## config.mk

```make
export PLATFORM = sky130hd
export DESIGN_NAME = ethernet_tx
export DESIGN_NICKNAME = d
export VERILOG_FILES = /design/src/rtl/ethernet_tx.sv
export SDC_FILE = /design/constraint.sdc
export NUM_CORES = 1
export LEC_CHECK = 0
export CELL_PAD_IN_SITES_DETAIL_PLACEMENT = 0
export CELL_PAD_IN_SITES_GLOBAL_PLACEMENT = 2
export CORE_MARGIN = 5
export CORE_UTILIZATION = 32
export DETAILED_ROUTE_END_ITERATION = 8
export PLACE_DENSITY_LB_ADDON = 0.1
export SETUP_SLACK_MARGIN = 0.05
export SKIP_CTS_REPAIR_TIMING = 1
export SLEW_MARGIN = 20
export SYNTH_ARGS = -nofsm -noshare
export SYNTH_HDL_FRONTEND = slang
export SYNTH_SLANG_ARGS = --single-unit
```

## constraint.sdc

```tcl
create_clock -name Clk -period 3 [get_ports Clk]
set_clock_uncertainty 0.05 [all_clocks]
set_input_delay 0.9 -clock Clk [delete_from_list [all_inputs] [get_ports Clk]]
set_output_delay 0.9 -clock Clk [all_outputs]
set_load 0.01 [all_outputs]
```

## src/rtl/ethernet_tx.sv

```systemverilog
// Serial Ethernet frame transmitter: preamble, SFD, addresses, EtherType,
// payload and CRC-32 FCS, one bit per clock, followed by an idle gap.
module ethernet_tx #(
  parameter int unsigned MAX_PAYLOAD = 64,
  parameter int unsigned IFG_CYCLES  = 12
) (
  input  logic                   Clk,
  input  logic                   Reset,
  input  logic                   Start,
  input  logic [47:0]            DestAddr,
  input  logic [47:0]            SrcAddr,
  input  logic [15:0]            PayloadLen,
  input  logic [MAX_PAYLOAD-1:0] Payload,
  output logic                   Output1,
  output logic                   TxValid,
  output logic                   Busy,
  output logic                   Done,
  output logic                   Error
);

  localparam int unsigned CW = 16;
  localparam logic [CW-1:0] PRE_LAST  = CW'(61);
  localparam logic [CW-1:0] SFD_LAST  = CW'(1);
  localparam logic [CW-1:0] ADDR_LAST = CW'(47);
  localparam logic [CW-1:0] TYPE_LAST = CW'(15);
  localparam logic [CW-1:0] FCS_LAST  = CW'(31);
  localparam logic [CW-1:0] IFG_LAST  = CW'(IFG_CYCLES - 1);
  localparam logic [15:0]   MAX_LEN   = 16'(MAX_PAYLOAD);
  localparam logic [31:0]   POLY      = 32'h04C1_1DB7;

  typedef enum logic [3:0] {
    S_IDLE, S_PRE, S_SFD, S_DEST, S_SRC, S_TYPE, S_PAY, S_FCS, S_GAP
  } state_t;

  state_t                 state;
  logic [CW-1:0]          cnt;
  logic [31:0]            crc;
  logic [47:0]            dest_sh;
  logic [47:0]            src_sh;
  logic [15:0]            type_sh;
  logic [15:0]            len_q;
  logic [MAX_PAYLOAD-1:0] pay_sh;

  // One step of the MSB-first, non-reflected CRC-32 shift register.
  function automatic logic [31:0] crc_step(input logic [31:0] c, input logic b);
    crc_step = {c[30:0], 1'b0} ^ ((c[31] ^ b) ? POLY : 32'h0);
  endfunction

  // Frame sequencer: each edge emits the next line bit; cnt holds the number
  // of bits still to go in the field currently on the line.
  always_ff @(posedge Clk or negedge Reset) begin
    if (!Reset) begin
      state   <= S_IDLE;
      cnt     <= '0;
      crc     <= '0;
      dest_sh <= '0;
      src_sh  <= '0;
      type_sh <= '0;
      len_q   <= '0;
      pay_sh  <= '0;
      Output1 <= 1'b0;
      TxValid <= 1'b0;
      Busy    <= 1'b0;
      Done    <= 1'b0;
      Error   <= 1'b0;
    end else begin
      Done  <= 1'b0;
      Error <= 1'b0;
      case (state)
        S_IDLE: begin
          if (Start) begin
            if (PayloadLen > MAX_LEN) begin
              Error <= 1'b1;
            end else begin
              state   <= S_PRE;
              cnt     <= PRE_LAST;
              crc     <= '1;
              dest_sh <= DestAddr;
              src_sh  <= SrcAddr;
              type_sh <= PayloadLen;
              len_q   <= PayloadLen;
              // Left-align so payload bit PayloadLen-1 sits at the MSB.
              pay_sh  <= Payload << (MAX_LEN - PayloadLen);
              Output1 <= 1'b1;
              TxValid <= 1'b1;
              Busy    <= 1'b1;
            end
          end
        end
        S_PRE: begin
          if (cnt == '0) begin
            state   <= S_SFD;
            cnt     <= SFD_LAST;
            Output1 <= 1'b1;
          end else begin
            cnt     <= cnt - CW'(1);
            Output1 <= ~cnt[0];
          end
        end
        S_SFD: begin
          if (cnt == '0) begin
            state   <= S_DEST;
            cnt     <= ADDR_LAST;
            Output1 <= dest_sh[47];
            crc     <= crc_step(crc, dest_sh[47]);
            dest_sh <= dest_sh << 1;
          end else begin
            cnt     <= cnt - CW'(1);
            Output1 <= 1'b1;
          end
        end
        S_DEST: begin
          if (cnt == '0) begin
            state   <= S_SRC;
            cnt     <= ADDR_LAST;
            Output1 <= src_sh[47];
            crc     <= crc_step(crc, src_sh[47]);
            src_sh  <= src_sh << 1;
          end else begin
            cnt     <= cnt - CW'(1);
            Output1 <= dest_sh[47];
            crc     <= crc_step(crc, dest_sh[47]);
            dest_sh <= dest_sh << 1;
          end
        end
        S_SRC: begin
          if (cnt == '0) begin
            state   <= S_TYPE;
            cnt     <= TYPE_LAST;
            Output1 <= type_sh[15];
            crc     <= crc_step(crc, type_sh[15]);
            type_sh <= type_sh << 1;
          end else begin
            cnt     <= cnt - CW'(1);
            Output1 <= src_sh[47];
            crc     <= crc_step(crc, src_sh[47]);
            src_sh  <= src_sh << 1;
          end
        end
        S_TYPE: begin
          if (cnt == '0) begin
            if (len_q == '0) begin
              state   <= S_FCS;
              cnt     <= FCS_LAST;
              Output1 <= ~crc[31];
              crc     <= crc << 1;
            end else begin
              state   <= S_PAY;
              cnt     <= len_q - CW'(1);
              Output1 <= pay_sh[MAX_PAYLOAD-1];
              crc     <= crc_step(crc, pay_sh[MAX_PAYLOAD-1]);
              pay_sh  <= pay_sh << 1;
            end
          end else begin
            cnt     <= cnt - CW'(1);
            Output1 <= type_sh[15];
            crc     <= crc_step(crc, type_sh[15]);
            type_sh <= type_sh << 1;
          end
        end
        S_PAY: begin
          if (cnt == '0) begin
            state   <= S_FCS;
            cnt     <= FCS_LAST;
            Output1 <= ~crc[31];
            crc     <= crc << 1;
          end else begin
            cnt     <= cnt - CW'(1);
            Output1 <= pay_sh[MAX_PAYLOAD-1];
            crc     <= crc_step(crc, pay_sh[MAX_PAYLOAD-1]);
            pay_sh  <= pay_sh << 1;
          end
        end
        S_FCS: begin
          if (cnt == '0) begin
            state   <= S_GAP;
            cnt     <= IFG_LAST;
            Output1 <= 1'b0;
            TxValid <= 1'b0;
            Done    <= 1'b1;
          end else begin
            cnt     <= cnt - CW'(1);
            Output1 <= ~crc[31];
            crc     <= crc << 1;
          end
        end
        S_GAP: begin
          if (cnt == '0) begin
            state <= S_IDLE;
            Busy  <= 1'b0;
          end else begin
            cnt <= cnt - CW'(1);
          end
        end
        default: begin
          state   <= S_IDLE;
          Output1 <= 1'b0;
          TxValid <= 1'b0;
          Busy    <= 1'b0;
        end
      endcase
    end
  end

endmodule

```

==> out/qor.txt, run 1 <==
Outcome = finished, violations left
Failing checks = negative setup slack
Worst setup path class = input pin to flop
Overflow after GRT = 0
Final max-slew violation count = 0
Setup repair after global routing missed its margin = yes
Mapped cell area = 0.0164 sq mm
Pwr Total = 11,500 uW
Sequential share of the synthesized area = 38.0%
Power per cell area = 492 mW/mm^2
P_int = 8030 uW
Synthesized instance count = 1,828
Sequential share of power = 37.9%
Crit share post-route = 105%
Die X = 236 um
Share of cells above drive strength 1 = 27.2%
Antenna cells = 0
Ys async rst share = 100%
CP max stage delay = 540 ps
Pre-Repair DR Iteration Count = 6
Critical-path top delay cell = or4_4
Total negative setup slack = -1730 ps
Reg2Reg Depth = 10
Top cell type by total area after synthesis = dfrtp_1
Synth top area cells = dfrtp_1 38%, mux4_2 9.2%, nand2_1 6.7%, mux2i_1 6.3%, nor2_1 4.4%
H-tree Lvls = 1
First-pass GRT wire length = 94.5 mm
ANT nets after route = 0
Clock Tree Buf Depth = 3
Total Wirelength = 62.0 mm
CP Data Arrival Time = 3580 ps
Worst slack at placement = -1130 ps
Primary FF master, synth = dfrtp_1
Final setup vio count = 23
HP Class = input pin to asynchronous set/reset pin
Number of enable flip-flop cells after synthesis = 0
WP buf/inv = 3
Mean post-synth cell area = 8.97 sq um
Pin count of the biggest net entering global routing = 97
WL/cell = 20.8 um
TritonCTS Buffers = 30
CTS tree = yes
Avg Vias per Cell = 5.47
Num rows = 83
Total GRT Usage = 20.9%
Starting Density = 32.1%
Worst skew pair latency = 590 ps
Vias in the first global route = 16.3k
Crit path capture type = flop
Cell mode on critical path = buf_4
Max Fanout on Critical Path = 6
Setup ws final = -142 ps
Sw Ratio = 30.4%
Reg-to-reg startpoint = cnt[0]$_DFFE_PN0P_
Slew HR = 51.1%
CP Launch Type = input pin
Fin util = 45.9%
Cell Chain, Critical Path = buf_6, or4_4, o31a_1, buf_4, buf_4, a2111oi_1, a311o_1, nand3_4, or3_4, o31ai_2
Combinational share of power = 28.6%
Unique masters post-synth = 81
Ys Warns = 0
Peak VDD IR = 0.432 mV
Net Sw Power = 3510 uW
Layout Nets = 2,454
MaxCap Viol Count = 0
Post-route cell area = 0.0234 sq mm
Area grow syn2layout = 42.9%
Placer Congestion = 0.923
Minimum clock period = 3140 ps
Commonest cells after routing, fill and taps aside = 332 x buf_4, 288 x nand2_1, 249 x dfrtp_1, 188 x nor2_1, 176 x clkdlybuf4s50_1
Core ar. = 0.0511 sq mm
Die ar. = 0.0559 sq mm
Reg-to-reg endpoint = src_sh[16]$_DFFE_PN0P_
Stages on worst setup path = 10
FF-to-FF setup slack = 130 ps
Port-buffer cells = 183
Post-DP HPWL = 46.1 mm
Clock root cell = clkbuf_16
Commonest non-fill, non-tap cell in the layout = buf_4
Fmax = 318 MHz
Cell leakage power = 0.00992 uW
Clk pwr share = 33.5%
Post-Syn Nets = 2,010
IO Count = 184
Final Hold Fails = 0
Clock Pin Slew Worst Setup and Hold Paths = 60 ps
DIE HEIGHT = 236 um
Synthesis-stage register bit count = 249
Worst endpoint required time = 3440 ps
DR DRC count = 0
Routed via count = 16.3k
Top delay family on crit path = compound AO/OA/AOI/OAI gates
Clk sinks = 249
Initial antenna violation count = 0
Worst-Margin Slew = 728 ps
Synth top area share = 38.0%
1st-iter DRT viols = 1,181
Post-Place Cell Area = 0.0218 sq mm
==> synthesized netlist by cell type, types with 21 or more instances <==
| cell type | number |
|---|---|
| nand2_1 | 291 |
| dfrtp_1 | 249 |
| nor2_1 | 194 |
| a21oi_1 | 116 |
| mux2i_1 | 104 |
| clkbuf_1 | 103 |
| o21ai_0 | 99 |
| mux4_2 | 67 |
| a31oi_1 | 54 |
| a22oi_1 | 50 |
| nand3_1 | 33 |
| nor3_1 | 31 |
| buf_2 | 29 |
| mux2_2 | 26 |
| o22a_1 | 25 |
| inv_1 | 24 |
| a221oi_1 | 21 |
==> cell families after synthesis <==
kind of cell / share of synthesized area, %
buf+inv: 4.32
simple gates: 17.0
xor+xnor: 1.12
flops: 38.0
mux: 17.3
compound gates: 22.0
fa+ha+maj: 0.229
==> cell type report <==
class	count	area, sq um
fillers	4994	27700
inverters	25	101
clock inverters	19	254
clock buffers	36	803
multi-input cells	1405	9970
repair buffers	561	5230
well taps	680	851
flip-flops and latches	249	6230
==> how the worst max path moves through the flow <==
stage	startpoint	to	slack [ps]
floorplan	PayloadLen[0]	pay_sh[50]$_DFFE_PN0P_	-510
global placement	PayloadLen[1]	pay_sh[50]$_DFFE_PN0P_	-1030
detailed placement	PayloadLen[1]	pay_sh[50]$_DFFE_PN0P_	-1130
CTS	PayloadLen[1]	pay_sh[50]$_DFFE_PN0P_	-520
global route	PayloadLen[3]	pay_sh[49]$_DFFE_PN0P_	-140
finish	PayloadLen[3]	pay_sh[44]$_DFFE_PN0P_	-140
==> worst reg2reg max path: cells and delay by family, from the launching register on <==
kind | cells | cell delay [ps]
AOI/OAI and AO/OA | 3 | 500
adders and majority gates | 1 | 190
buffers and inverters | 3 | 460
DFF | 1 | 380
and+or+nand+nor | 3 | 1240
==> sequential cells by signal (all words and copies together) (netlist names) <==
name     count
type_sh     16
len_q       16
Output1      1
Error        1
Busy         1
crc         32
pay_sh      64
dest_sh     48
cnt         16
state        4
TxValid      1
Done         1
src_sh      48
==> stage by stage <==
stage | hold WS [ps] | std cells
CTS | 174 | 2957
global route | 199 | 2975
detailed placement | 420 | 2902
global placement | 410 | 2902
finish | 184 | 2975
floorplan | 397 | 1828
==> power groups by stage <==
| stage | Clock, uW | Combinational, uW | Sequential [uW] |
|---|---|---|---|
| CTS | 4000 | 3210 | 4360 |
| floorplan | 0 | 1710 | 4300 |
| global placement | 0 | 3170 | 4400 |
| global route | 4120 | 3580 | 4450 |
| detailed placement | 0 | 3200 | 4410 |
| finish | 3870 | 3300 | 4370 |
==> layer usage <==
| layer | global-route usage [%] | wire length (um) |
|---|---|---|
| met1 | 28.1 | 27300 |
| met5 | 0 | 0 |
| met3 | 1.96 | 2180 |
| met2 | 36.3 | 31000 |
| met4 | 5.09 | 1540 |
No activity file was read; power rests on OpenSTA's default activity.
==> inputs of run 2 (changes only) <==
Settings changed: GPL_ROUTABILITY_DRIVEN set to 0, SETUP_SLACK_MARGIN 0.05 to 0.15.
==> out/qor.txt, run 2 (synthesis gave the netlist of run 1 again) <==
Outcome = finished, violations left
Failing checks = negative setup slack
Final Hold Fails = 0
Largest register FFs = 64
Worst endpoint required time = 3440 ps
Share of cells above drive strength 1 = 32.1%
1st-iter DRT viols = 1,259
Antenna cells = 0
Commonest non-fill, non-tap cell in the layout = buf_4
TritonCTS Buffers = 31
H-tree Lvls = 1
CP Data Arrival Time = 3560 ps
Layout Nets = 2,469
CTS tree = yes
Crit share post-route = 104%
Critical Path Source = PayloadLen[5]
Reg2Reg Depth = 11
Hold Slack = 195 ps
Initial antenna violation count = 0
Reg-to-reg startpoint = cnt[1]$_DFFE_PN0P_
Die ar. = 0.0559 sq mm
Setup repair after global routing missed its margin = yes
Commonest cells after routing, fill and taps aside = 312 x buf_4, 248 x dfrtp_1, 242 x nand2_1, 188 x nor2_1, 171 x clkdlybuf4s50_1
Peak VDD IR = 0.354 mV
Largest register by flop count = pay_sh
Post-Place Cell Area = 0.0217 sq mm
DIE HEIGHT = 236 um
Worst setup path class = input pin to flop
Final setup vio count = 56
Cell leakage power = 0.0103 uW
Setup ws final = -115 ps
Fmax = 321 MHz
Total Wirelength = 63.6 mm
Reg-to-reg endpoint = src_sh[23]$_DFFE_PN0P_
Overflow after GRT = 0
Crit path capture type = flop
Worst slack at placement = -930 ps
Minimum clock period = 3120 ps
Total GRT Usage = 20.6%
Post-DP HPWL = 45.8 mm
Final max-slew violation count = 0
FF-to-FF setup slack = -80 ps
Routed via count = 16.4k
Power per cell area = 481 mW/mm^2
Starting Density = 32.1%
Worst skew pair latency = 580 ps
Clk sinks = 249
MaxCap Viol Count = 0
Largest registers = pay_sh: 64 flops, dest_sh: 48 flops, src_sh: 48 flops
Clock root cell = clkbuf_16
Max Fanout on Critical Path = 7
Num rows = 83
Slew HR = 42.5%
Die X = 236 um
Core ar. = 0.0511 sq mm
ANT nets after route = 0
WL/cell = 21.3 um
Avg Vias per Cell = 5.48
IO Count = 184
Port-buffer cells = 183
Clock Tree Buf Depth = 3
Pin count of the biggest net entering global routing = 77
Vias in the first global route = 15.9k
Worst-Margin Slew = 860 ps
CP Launch Type = input pin
DR DRC count = 0
First-pass GRT wire length = 93.4 mm
Post-route cell area = 0.0245 sq mm
Pre-Repair DR Iteration Count = 6
Clock Pin Slew Worst Setup and Hold Paths = 70 ps
Area grow syn2layout = 49.6%
HP Class = input pin to asynchronous set/reset pin
-- run 2: worst max-delay path: stages --
cell       delay [ps]
buf_6              90
or4_4             530
o31a_1            340
buf_4             150
buf_4             140
a2111oi_0         320
a311o_1           240
nand3_4           130
or3_4             470
o31ai_2           220
-- run 2: metal layers --
layer / GRT usage (%) / vias up / wire length (um)
li1: - / 7761 / -
met1: 28.2 / 8181 / 28700
met2: 35.3 / 367 / 30800
met3: 2.91 / 77 / 2940
met4: 3.62 / 0 / 1220
met5: 0 / - / 0
-- run 2: area by class of cell --
type | count | area [sq um]
Fill cell | 4847 | 26600
Clock buffer | 45 | 868
Multi-Input combinational cell | 1407 | 10500
Tap cell | 680 | 851
Timing Repair Buffer | 573 | 5710
Inverter | 25 | 101
Sequential cell | 249 | 6230
Clock inverter | 13 | 233
-- run 2: report_power, final --
| part | leakage (uW) | switching [uW] | internal, uW |
|---|---|---|---|
| Sequential | 0.00307 | 450 | 3970 |
| Clock | 0.000533 | 1550 | 2520 |
| Combinational | 0.00672 | 1570 | 1720 |
| Total | 0.0103 | 3570 | 8220 |
-- run 2: per-stage QoR --
| step | util [%] | setup TNS [ps] | cells | total power (uW) |
|---|---|---|---|---|
| finish | 48.0 | -2770 | 2992 | 11800 |
| global route | 48.0 | -8510 | 2992 | 12400 |
| CTS | 44.5 | -22110 | 2931 | 11700 |
| detailed placement | 42.4 | -156790 | 2873 | 7530 |
| global placement | 42.4 | -156090 | 2873 | 7470 |
| floorplan | - | -19690 | 1828 | 6020 |
-- run 2: how the worst max path moves through the flow --
stage,endpoint,slack [ps],cells past startpoint
CTS,pay_sh[44]$_DFFE_PN0P_,-340,8
global route,pay_sh[44]$_DFFE_PN0P_,-210,10
finish,pay_sh[44]$_DFFE_PN0P_,-120,10
detailed placement,pay_sh[44]$_DFFE_PN0P_,-930,8
floorplan,pay_sh[50]$_DFFE_PN0P_,-510,13
global placement,pay_sh[46]$_DFFE_PN0P_,-940,10
==> inputs of run 3 (changes only) <==
Settings changed: HOLD_SLACK_MARGIN set to 0.02.
==> results of run 3 <==
Same layout as run 2: the final DEF is identical, and so are final timing and power.
